<file path="src/rtl/audio_pkg.sv">
// Shared constants and helpers for the HDMI audio preparation path.
package audio_pkg;

  localparam logic [1:0] VOL_MUTE  = 2'd0;
  localparam logic [1:0] VOL_M12   = 2'd1;
  localparam logic [1:0] VOL_M6    = 2'd2;
  localparam logic [1:0] VOL_UNITY = 2'd3;

  // Half period of the audio clock in system clocks (integer division).
  function automatic int calc_half(input int clk_hz, input int sample_hz);
    return clk_hz / sample_hz / 2;
  endfunction

  function automatic logic signed [31:0] sat_to_width(input logic signed [31:0] v,
                                                      input int w);
    logic signed [31:0] hi;
    logic signed [31:0] lo;
    hi = (32'sd1 <<< (w - 1)) - 32'sd1;
    lo = -(32'sd1 <<< (w - 1));
    if (v > hi) return hi;
    if (v < lo) return lo;
    return v;
  endfunction

endpackage

</file>
<file path="src/rtl/audio_onepole.sv">
// One-pole IIR low-pass: acc += x - acc/2^K, output is acc/2^K (floor).
module audio_onepole #(
  parameter int IN_W = 18,
  parameter int K    = 6
) (
  input  logic                   clk,
  input  logic                   reset_n,
  input  logic                   en,
  input  logic signed [IN_W-1:0] x,
  output logic signed [IN_W-1:0] y
);

  localparam int ACC_W = IN_W + K + 1;

  logic signed [ACC_W-1:0] acc_q;
  logic signed [ACC_W-1:0] acc_d;
  logic signed [ACC_W-1:0] fb;

  always_comb begin
    fb    = acc_q >>> K;
    acc_d = acc_q;
    if (en) acc_d = acc_q + ACC_W'(x) - fb;
  end

  always_ff @(posedge clk or negedge reset_n) begin
    if (!reset_n) acc_q <= '0;
    else          acc_q <= acc_d;
  end

  assign y = fb[IN_W-1:0];

endmodule

</file>
<file path="src/rtl/audio_hdmi_prep.sv">
// Filters, decimates, saturates and scales stereo audio into the HDMI audio
// sample word, and generates the 48 kHz audio clock as a register.
module audio_hdmi_prep
  import audio_pkg::*;
#(
  parameter int CLK_HZ    = 31500000,
  parameter int SAMPLE_HZ = 48000,
  parameter int IN_W      = 18,
  parameter int OUT_W     = 16,
  parameter int K         = 6
) (
  input  logic                   clk,
  input  logic                   reset_n,
  input  logic                   in_valid,
  input  logic signed [IN_W-1:0] audio_l,
  input  logic signed [IN_W-1:0] audio_r,
  input  logic [1:0]             volume,
  output logic                   clk_audio,
  output logic [2*OUT_W-1:0]     sample_word,
  output logic                   sample_strobe
);

  localparam int HALF  = calc_half(CLK_HZ, SAMPLE_HZ);
  localparam int CNT_W = (HALF > 1) ? $clog2(HALF) : 1;
  localparam logic [CNT_W-1:0] CNT_LAST = CNT_W'(HALF - 1);
  // One bit less than the width difference: keeps +6 dB of headroom gain.
  localparam int SHIFT = IN_W - OUT_W - 1;

  logic [CNT_W-1:0]       cnt_q, cnt_d;
  logic                   clk_audio_q, clk_audio_d;
  logic [2*OUT_W-1:0]     sample_word_q, sample_word_d;
  logic                   sample_strobe_q, sample_strobe_d;

  logic signed [IN_W-1:0]  filt_l, filt_r;
  logic signed [31:0]      wide_l, wide_r;
  logic signed [OUT_W-1:0] sat_l, sat_r;
  logic signed [OUT_W-1:0] vol_l, vol_r;
  logic                    wrap;
  logic                    capture;

  audio_onepole #(.IN_W(IN_W), .K(K)) u_filt_l (
    .clk     (clk),
    .reset_n (reset_n),
    .en      (in_valid),
    .x       (audio_l),
    .y       (filt_l)
  );

  audio_onepole #(.IN_W(IN_W), .K(K)) u_filt_r (
    .clk     (clk),
    .reset_n (reset_n),
    .en      (in_valid),
    .x       (audio_r),
    .y       (filt_r)
  );

  always_comb begin
    wrap        = (cnt_q == CNT_LAST);
    cnt_d       = wrap ? '0 : cnt_q + CNT_W'(1);
    clk_audio_d = clk_audio_q ^ wrap;
    // Capture on the 1->0 toggle so the word is stable a half period ahead.
    capture     = wrap & clk_audio_q;

    wide_l = 32'(filt_l) >>> SHIFT;
    wide_r = 32'(filt_r) >>> SHIFT;
    sat_l  = OUT_W'(sat_to_width(wide_l, OUT_W));
    sat_r  = OUT_W'(sat_to_width(wide_r, OUT_W));

    vol_l = sat_l;
    vol_r = sat_r;
    case (volume)
      VOL_MUTE: begin
        vol_l = '0;
        vol_r = '0;
      end
      VOL_M12: begin
        vol_l = sat_l >>> 2;
        vol_r = sat_r >>> 2;
      end
      VOL_M6: begin
        vol_l = sat_l >>> 1;
        vol_r = sat_r >>> 1;
      end
      default: begin
        vol_l = sat_l;
        vol_r = sat_r;
      end
    endcase

    sample_word_d   = capture ? {vol_l, vol_r} : sample_word_q;
    sample_strobe_d = capture;
  end

  always_ff @(posedge clk or negedge reset_n) begin
    if (!reset_n) begin
      cnt_q           <= '0;
      clk_audio_q     <= 1'b0;
      sample_word_q   <= '0;
      sample_strobe_q <= 1'b0;
    end else begin
      cnt_q           <= cnt_d;
      clk_audio_q     <= clk_audio_d;
      sample_word_q   <= sample_word_d;
      sample_strobe_q <= sample_strobe_d;
    end
  end

  assign clk_audio     = clk_audio_q;
  assign sample_word   = sample_word_q;
  assign sample_strobe = sample_strobe_q;

endmodule

</file>
<file path="config.mk">
export PLATFORM = sky130hd
export DESIGN_NAME = audio_hdmi_prep
export DESIGN_NICKNAME = d
export VERILOG_FILES = /design/src/rtl/audio_pkg.sv /design/src/rtl/audio_onepole.sv /design/src/rtl/audio_hdmi_prep.sv
export SDC_FILE = /design/constraint.sdc
export NUM_CORES = 1
export LEC_CHECK = 0
export BUFFER_PORTS_ARGS = -buffer_cell sky130_fd_sc_hd__buf_2
export CAP_MARGIN = 20
export CELL_PAD_IN_SITES_DETAIL_PLACEMENT = 0
export CELL_PAD_IN_SITES_GLOBAL_PLACEMENT = 1
export CORE_ASPECT_RATIO = 1.25
export CORE_MARGIN = 2
export CORE_UTILIZATION = 25
export DETAILED_ROUTE_END_ITERATION = 6
export HOLD_SLACK_MARGIN = 0.03
export PLACE_DENSITY = 0.6
export SYNTH_ARGS = -nofsm -noshare
export SYNTH_HDL_FRONTEND = slang
export SYNTH_SLANG_ARGS = --single-unit
</file>
<file path="constraint.sdc">
create_clock -name clk -period 4.03 [get_ports clk]
set_input_delay 1.0075 -clock clk [delete_from_list [all_inputs] [get_ports clk]]
set_output_delay 1.0075 -clock clk [all_outputs]
set_load 0.02 [all_outputs]
</file>
==> results.cfg <==
[outcome]
status = completed

[worst_setup_path]
crit_slowest_cell = fa_1
critPathArrivalTime_ns = 3.91
timing.rr.start = u_filt_r.acc_q[17]
worstPathRequired_ns = 4.36
slowest_delay_ns = 0.57
cp_cell_sequence = buf_2 -> inv_1 -> fa_1 -> inv_1 -> ha_1 -> a21oi_1 -> nand2_1 -> a2111oi_0 -> a21oi_1 -> and2_1 -> a2111oi_1 -> a211o_1
crit_path_end_kind = register
critical_path.startpoint = audio_r[17]
cp_max_fo = 4
criticalPathCategory = in -> reg
reg2reg_slack_ns = 0.71
worstSetupStartpointType = primary input

[yosys]
synth_nets = 1175
synth_fa_ha_area_share_pct = 20.9
ys.warnings.count = 0
yosys-top-cells-area = dfrtp_1, fa_1, inv_1, ha_1, a21oi_1
synth_simple_gate_area_share_pct = 11.7
synthArstFlopShare_pct = 100
synth.mux.area_fraction_pct = 2.99
syn_area_per_cell_sq_um = 8.19
synth_top_area_share_pct = 27.5
ys_ff_latch = 93
synth_compound_area_share_pct = 20.8
synth_top_family_by_area = adder cells
netlist-cell-type-count = 61
synth_edf_count = 0
ys_seq_area_share_pct = 27.5
synth_top_area_cell = dfrtp_1
syn-cell-area_sq_um = 8450
synthXorXnorAreaFrac_pct = 5.08
syn-instance-count = 1032
synth_top_flop_cell = dfrtp_1

[die]
fp.dieW_microns = 168
pin_count = 75
start_util_pct = 25.3
die_height_microns = 210
rows = 75
die-area_sq_um = 35300
core_sq_um = 33400

[global_routing]
grt_pass1_vias = 7087
grt_pass1_wl_mm = 38.3
grtUsageTotal_pct = 14.0
antenna_found_initial = 0
grt.overflow.total = 0
grt_max_degree = 94

[clocking]
clock_sinks = 93
post_cts_resized = 0
cts_hold_buf = 0
clk_latency_ns = 0.38
cts_buffers = 9
cts-root-buf = clkbuf_16
clkTransAtPathRegs_ns = 0.08
clk_path_buf_depth = 2
cts_tree = yes
h-tree-depth = 3
cts_setup_buffers = 0

[timing]
tightest_slew_ns = 0.611
finalHoldViolations = 0
setup_viol = 0
fin_crit_ns = 3.58
layout_setup_ws_ns = 0.446
slew_viol_final = 0
fmaxAchievable_ghz = 0.279
finalCritPeriodShare_pct = 88.9
skew_ns = 0.00943
fin_tns_setup_ns = 0
rsz0062_at_grt = false
max-slew-margin-rel_pct = 59.0
hold_ws_ns = 0.477

[worst_hold_path]
min_from = cnt_q[8]
hp-class = reg -> reg

[placement]
placed_area_sq_um = 9420
finalWeightedCongestion = 0.794
dpl.hpwl_mm = 18.6
place_ws_ns = 0.0950
numPortBuffers = 74

[route]
routed-via-count = 7002
drtAntennaViolNets = 0
drc = 0
drtPass1Iterations = 4
drtIter0Drc = 315
routed_wl_mm = 23.8
vias_per_cell = 4.58
wire_per_inst_microns = 15.6

[finish]
fillCellCount = 3610
final_nets = 1244
antenna_cells = 0
seqCellArea_sq_um = 2330
multi_input_area_sq_um = 5190
layout-area-overhead-vs-synth_pct = 15.1
design_area_sq_um = 9730
most-common-layout-cells = inv_1, dfrtp_1, a21oi_1, nor2_1, buf_2
drive_gt1_share_pct = 12.3
final_common_cell = inv_1

[run]
cap_violations = 0
## stage by stage
| step | cells | util (%) |
|---|---|---|
| 2_1_floorplan | 1032 | - |
| 3_3_place_gp | 1512 | 28.2 |
| 3_5_place_dp | 1512 | 28.2 |
| 4_1_cts | 1528 | 29.1 |
| 5_1_grt | 1529 | 29.1 |
| 6_report | 1529 | 29.1 |
## metal layers
metal | vias up | wire length, microns | GRT usage, % | part of all wire (%)
li1 | 3551 | - | - | -
met1 | 3307 | 9840 | 16.1 | 41
met2 | 103 | 12700 | 26.2 | 53
met3 | 41 | 518 | 1.94 | 2.2
met4 | 0 | 743 | 5.59 | 3.1
met5 | - | 0 | 0 | 0
## sequential cells by signal, indices dropped and copies added, names as in the netlist
name / cells
u_filt_l.acc_q: 25
cnt_q: 9
sample_word: 32
u_filt_r.acc_q: 25
clk_audio: 1
sample_strobe: 1
## cell usage after synthesis (all sizes together), types with 5 or more instances
library cell	n
a21o	22
clkbuf	34
and3	7
inv	206
fa	48
o21ai	76
nor3	6
nand4	7
o21bai	6
a22oi	15
dfrtp	93
mux2i	23
xnor2	34
o22ai	20
xor2	15
a21oi	89
ha	54
nand2	71
nor2	81
nand3	16
a211oi	7
maj3	13
o211ai	5
nand2b	11
buf	9
a31oi	11
nor2b	5
## cells by family after synthesis
group,Yosys count
buf+inv,249
flops,93
fa+ha+maj,115
compound gates,280
xor+xnor,49
simple gates,221
mux,25
## worst paths after layout
check	end	depth (start not counted)
max reg2reg	u_filt_r.acc_q[22]	11
max in group asynchronous	u_filt_r.acc_q[1]	2
max	u_filt_r.acc_q[22]	12
min in group asynchronous	cnt_q[5]	2
min reg2reg	cnt_q[8]	1
min	cnt_q[8]	1
## critical path, delay by kind of cell
kind / cells / cell delay, ns
compound gates: 5 / 1.44
fa+ha+maj: 2 / 0.87
buf+inv: 3 / 0.26
simple gates: 2 / 0.33
## area by class of cell
class	count	share of cell area [%]
clock buffers	9	2.32
flip-flops and latches	93	23.9
well taps	423	5.44
multi-input cells	690	53.4
clock inverters	7	0.810
inverters	206	7.95
repair buffers	101	6.17
Power is left out: the tool's default activity adds up to more than one toggle a clock period on the data nets, which glitch-free logic cannot reach.
